### src/rtl/sipo_rx.sv
// LSB-first serial-to-parallel receiver with a small output FIFO; a word is visible one edge after its last bit.
// Consumer backpressure via out_ready; words completing into a full FIFO are dropped and flagged in sticky overflow.

module sipo_rx_fifo #(
  parameter int W     = 4,
  parameter int DEPTH = 2
) (
  input  logic         clk,
  input  logic         reset,
  input  logic         push_i,
  input  logic [W-1:0] push_dat_i,
  input  logic         pop_i,
  output logic [W-1:0] head_dat_o,
  output logic         empty_o,
  output logic         full_o
);
  localparam int AW = $clog2(DEPTH);
  localparam logic [AW:0] PTR_ONE = 1;

  logic [AW:0]  wr_ptr_q, wr_ptr_d, rd_ptr_q, rd_ptr_d;
  logic [W-1:0] mem_q [DEPTH];
  logic         do_push, do_pop;

  // Extra pointer MSB distinguishes full from empty when the index bits match.
  assign empty_o = (wr_ptr_q == rd_ptr_q);
  assign full_o  = (wr_ptr_q[AW] != rd_ptr_q[AW]) && (wr_ptr_q[AW-1:0] == rd_ptr_q[AW-1:0]);
  assign do_pop  = pop_i && !empty_o;
  assign do_push = push_i && (!full_o || do_pop);
  assign head_dat_o = mem_q[rd_ptr_q[AW-1:0]];

  always_comb begin
    wr_ptr_d = wr_ptr_q;
    rd_ptr_d = rd_ptr_q;
    if (do_push) wr_ptr_d = wr_ptr_q + PTR_ONE;
    if (do_pop)  rd_ptr_d = rd_ptr_q + PTR_ONE;
  end

  always_ff @(posedge clk) begin
    if (reset) begin
      wr_ptr_q <= '0;
      rd_ptr_q <= '0;
    end else begin
      wr_ptr_q <= wr_ptr_d;
      rd_ptr_q <= rd_ptr_d;
    end
  end

  always_ff @(posedge clk) begin
    if (do_push) mem_q[wr_ptr_q[AW-1:0]] <= push_dat_i;
  end
endmodule

module sipo_rx #(
  parameter int WIDTH = 4,
  parameter int DEPTH = 2
) (
  input  logic             clk,
  input  logic             reset,
  input  logic             serial_in,
  input  logic             bit_valid,
  input  logic             flush,
  output logic [WIDTH-1:0] parallel_out,
  output logic             out_valid,
  input  logic             out_ready,
  output logic             busy,
  output logic             overflow
);
  localparam int CW = $clog2(WIDTH);
  localparam logic [CW-1:0] CNT_LAST = CW'(WIDTH - 1);
  localparam logic [CW-1:0] CNT_ONE  = CW'(1);

  logic [WIDTH-1:0] shreg_q, shreg_d;
  logic [CW-1:0]    cnt_q, cnt_d;
  logic             overflow_q, overflow_d;
  logic [WIDTH-1:0] word;
  logic             push, pop;
  logic [WIDTH-1:0] head_dat;
  logic             fifo_empty, fifo_full;

  assign word = {serial_in, shreg_q[WIDTH-1:1]};
  assign pop  = out_valid && out_ready;

  always_comb begin
    shreg_d    = shreg_q;
    cnt_d      = cnt_q;
    push       = 1'b0;
    // Flush outranks a same-edge bit, even a completing one.
    if (flush) begin
      shreg_d = '0;
      cnt_d   = '0;
    end else if (bit_valid) begin
      shreg_d = word;
      if (cnt_q == CNT_LAST) begin
        push  = 1'b1;
        cnt_d = '0;
      end else begin
        cnt_d = cnt_q + CNT_ONE;
      end
    end
    overflow_d = overflow_q || (push && fifo_full && !pop);
  end

  always_ff @(posedge clk) begin
    if (reset) begin
      shreg_q    <= '0;
      cnt_q      <= '0;
      overflow_q <= 1'b0;
    end else begin
      shreg_q    <= shreg_d;
      cnt_q      <= cnt_d;
      overflow_q <= overflow_d;
    end
  end

  sipo_rx_fifo #(.W(WIDTH), .DEPTH(DEPTH)) u_fifo (
    .clk        (clk),
    .reset      (reset),
    .push_i     (push),
    .push_dat_i (word),
    .pop_i      (pop),
    .head_dat_o (head_dat),
    .empty_o    (fifo_empty),
    .full_o     (fifo_full)
  );

  assign out_valid    = !fifo_empty;
  assign parallel_out = out_valid ? head_dat : '0;
  assign busy         = (cnt_q != '0);
  assign overflow     = overflow_q;
endmodule

### config.mk
export PLATFORM = sky130hd
export DESIGN_NAME = sipo_rx
export DESIGN_NICKNAME = d
export VERILOG_FILES = /design/src/rtl/sipo_rx.sv
export SDC_FILE = /design/constraint.sdc
export NUM_CORES = 1
export LEC_CHECK = 0
export CELL_PAD_IN_SITES_DETAIL_PLACEMENT = 1
export CELL_PAD_IN_SITES_GLOBAL_PLACEMENT = 1
export CORE_UTILIZATION = 36
export CTS_CLUSTER_SIZE = 20
export DETAILED_ROUTE_END_ITERATION = 16
export PLACE_DENSITY = 0.81
export SETUP_SLACK_MARGIN = 0.4
export SYNTH_ARGS = -nofsm -noshare
export SYNTH_HDL_FRONTEND = slang
export SYNTH_HIERARCHICAL = 1
export SYNTH_SLANG_ARGS = --single-unit
### constraint.sdc
create_clock -name clk -period 1.9 [get_ports clk]
set_clock_uncertainty 0.2 [all_clocks]
set_input_delay 0.38 -clock clk [delete_from_list [all_inputs] [get_ports clk]]
set_output_delay 0.38 -clock clk [all_outputs]
set_load 0.03 [all_outputs]
==> run summary <==
Leakage - 0.553 nW
Commonest non-fill, non-tap cell in the layout - buf_6
Die Y - 51.8 um
Most common cell on crit path - buf_6
FFs w/ async S/R, synth - 0
Final wirelength - 2860 um
Final non-filler cell area - 1410 um2
Share of cells above drive strength 1 - 0.598
Reg-to-reg startpoint - u_fifo/rd_ptr_q[0]$_SDFFE_PP0P_
Hold_sp - overflow$_SDFF_PP0_
Clk sinks - 19
Vias in the first global route - 873
Worst-path clk slew - 0.11 ns
Total GRT Usage - 0.219
Failing checks - negative setup slack
Clock latency at the later pin of the worst-skew pair - 0.29 ns
Synth top area share - 0.269
WP buf/inv - 3
Setup_tns - -0.0400 ns
Root buffer cell - clkbuf_4
Post-Synthesis Cells - 81
Largest net degree at the start of global routing - 14
Die area - 2680 um2
CTS tree - done
Syn avg cell area - 11.0 um2
EDFF count, synth - 8
Synthesis Warnings - 6
N_diodes - 0
Slew HR - 0.609
CTS Buf Count - 3
Critical path required time - 1.91 ns
Total power - 0.679 mW
Hold Worst Slack - 0.285 ns
First-pass GRT wire length - 4150 um
Top achievable clock speed - 516 MHz
Register area share after synthesis - 0.516
Critical Path Start - u_fifo/rd_ptr_q[0]$_SDFFE_PP0P_
Unrepaired setup endpoints after global routing - true
Die width - 51.8 um
Placed Area - 1130 um2
Inst Count DP - 127
Final min period - 1.94 ns
Final Hold Fails - 0
Area leader, netlist - edfxtp_1
Worst path slowest cell - dfxtp_2
Io pins - 13
Crit path capture type - register
Drt wl/cell - 19.7 um
Pwr/cell area - 482 nW/um2
Layout Nets - 126
Cell variety after synth - 30
Vias per Instance - 5.43
Syn_nets - 89
CP Launch Type - register
Synth Cell Area - 892 um2
CP Cell Sequence - xor2_2 -> nor2_4 -> nor2b_4 -> buf_6 -> buf_6 -> buf_6 -> nand3b_1 -> a31oi_2
Core Box Area - 2280 um2
Commonest cells after routing, fill and taps aside - 15 x buf_6, 14 x buf_4, 8 x edfxtp_1
Largest cells by area after synthesis - edfxtp_1 27%, dfxtp_1 25%, mux2i_1 5.6%
Post-route insts no fill - 145
Synth Flop Type - dfxtp_1
H-tree Lvls - 1
Initial antenna violation count - 0
Slew of the pin with the lowest slew margin - 0.582 ns
Final period util - 1.02
Cell family with the largest share of critical-path delay - simple AND/OR/NAND/NOR gates
Synth Register Bits - 19
Largest fanout on the critical path - 6
Syn-to-layout area delta - 58.1%
Final Setup Violations - 2
Vias - 788
Drt drc - 0
VDD IR max - 0.306 mV
Hold Path Class - reg -> reg
Initial Utilization - 0.392
Critical Path AT - 1.95 ns
1st-iter DRT viols - 15
Max_cap viols - 0
Status - finished, violations left
Kind of critical path - reg -> reg
DRT antenna net count - 0
Total grt overflow - 0
Slowest stage delay, CP - 0.38 ns
Final WS setup - -0.0384 ns
TritonRoute pass-1 iters - 4
IO buf count - 12
Slew Limit Fails - 0
FP Rows - 17
Placer Congestion - 0.771
DP HPWL - 1530 um
Max Root-Sink Buffers - 2
Hold buffer count at CTS - 0
-- cell families after synthesis --
group                    count (synthesis)  share of synthesized area
XOR/XNOR                                 3                     0.0295
multiplexers                             9                      0.107
AO/OA/AOI/OAI                           10                     0.0870
flip-flops                              19                      0.516
adder cells (fa/ha/maj)                  2                     0.0280
buffers and inverters                    8                     0.0449
AND/OR/NAND/NOR                         30                      0.188
-- layout make-up --
type                    count  area [um2]
well taps                  28        35.0
clock buffers               3        22.5
inverters                   5        18.8
fillers                   240         866
flip-flops and latches     19         477
clock inverters             1        5.00
repair buffers             35         328
multi-input cells          54         524
-- cells in the mapped netlist (2+ instances only) --
library cell / number
dfxtp_1: 11
xor2_1: 2
nor3_1: 4
a21oi_1: 2
edfxtp_1: 8
nand2b_1: 4
mux2_2: 4
inv_1: 5
ha_1: 2
nor2b_1: 6
nand2_1: 4
nor2_1: 4
or3_1: 2
mux2i_1: 5
a31oi_1: 3
-- worst register-to-register path, stage by stage (launching register included) --
cell	delay, ns
dfxtp_2	0.38
xor2_2	0.22
nor2_4	0.11
nor2b_4	0.20
buf_6	0.15
buf_6	0.09
buf_6	0.09
nand3b_1	0.16
a31oi_2	0.26
-- metrics by stage --
step,setup slack (ns),utilization
floorplan,0.116,-
global placement,-0.0244,0.498
detailed placement,-0.125,0.498
CTS,-0.0232,0.589
global route,-0.0600,0.620
finish,-0.0384,0.620
-- per-layer routing --
metal | share of wire | global-route usage
met1 | 0.39 | 0.237
met2 | 0.57 | 0.413
met3 | 0.021 | 0.0292
met4 | 0.019 | 0.104
met5 | 0 | 0
-- path summary, 6_finish.rpt --
check,end,slack (ns),depth (start not counted)
max,register,-0.04,8
min,overflow$_SDFF_PP0_,0.28,2
max reg2reg,register,-0.04,8
min reg2reg,overflow$_SDFF_PP0_,0.28,2
-- power breakdown --
group	switching, mW	leakage (nW)	total (mW)	internal (mW)
logic	0.0245	0.370	0.0512	0.0267
registers	0.00264	0.165	0.423	0.421
clock network	0.126	0.0177	0.204	0.0783
total	0.153	0.553	0.679	0.526
-- sequential cells by signal, indices dropped and copies added (netlist names), named ones only --
register	cells
cnt_q	2
overflow	1
shreg_q	3
u_fifo/mem_q	8
u_fifo/rd_ptr_q	2
u_fifo/wr_ptr_q	2
-- timing repair --
item	4_1_cts	5_1_grt
endpoints found under the hold margin	0	0
pin swaps	9	5
resized for setup	38	8
setup endpoints to repair	22	20
buffers inserted	10	4
No activity file was read; power rests on OpenSTA's default activity.
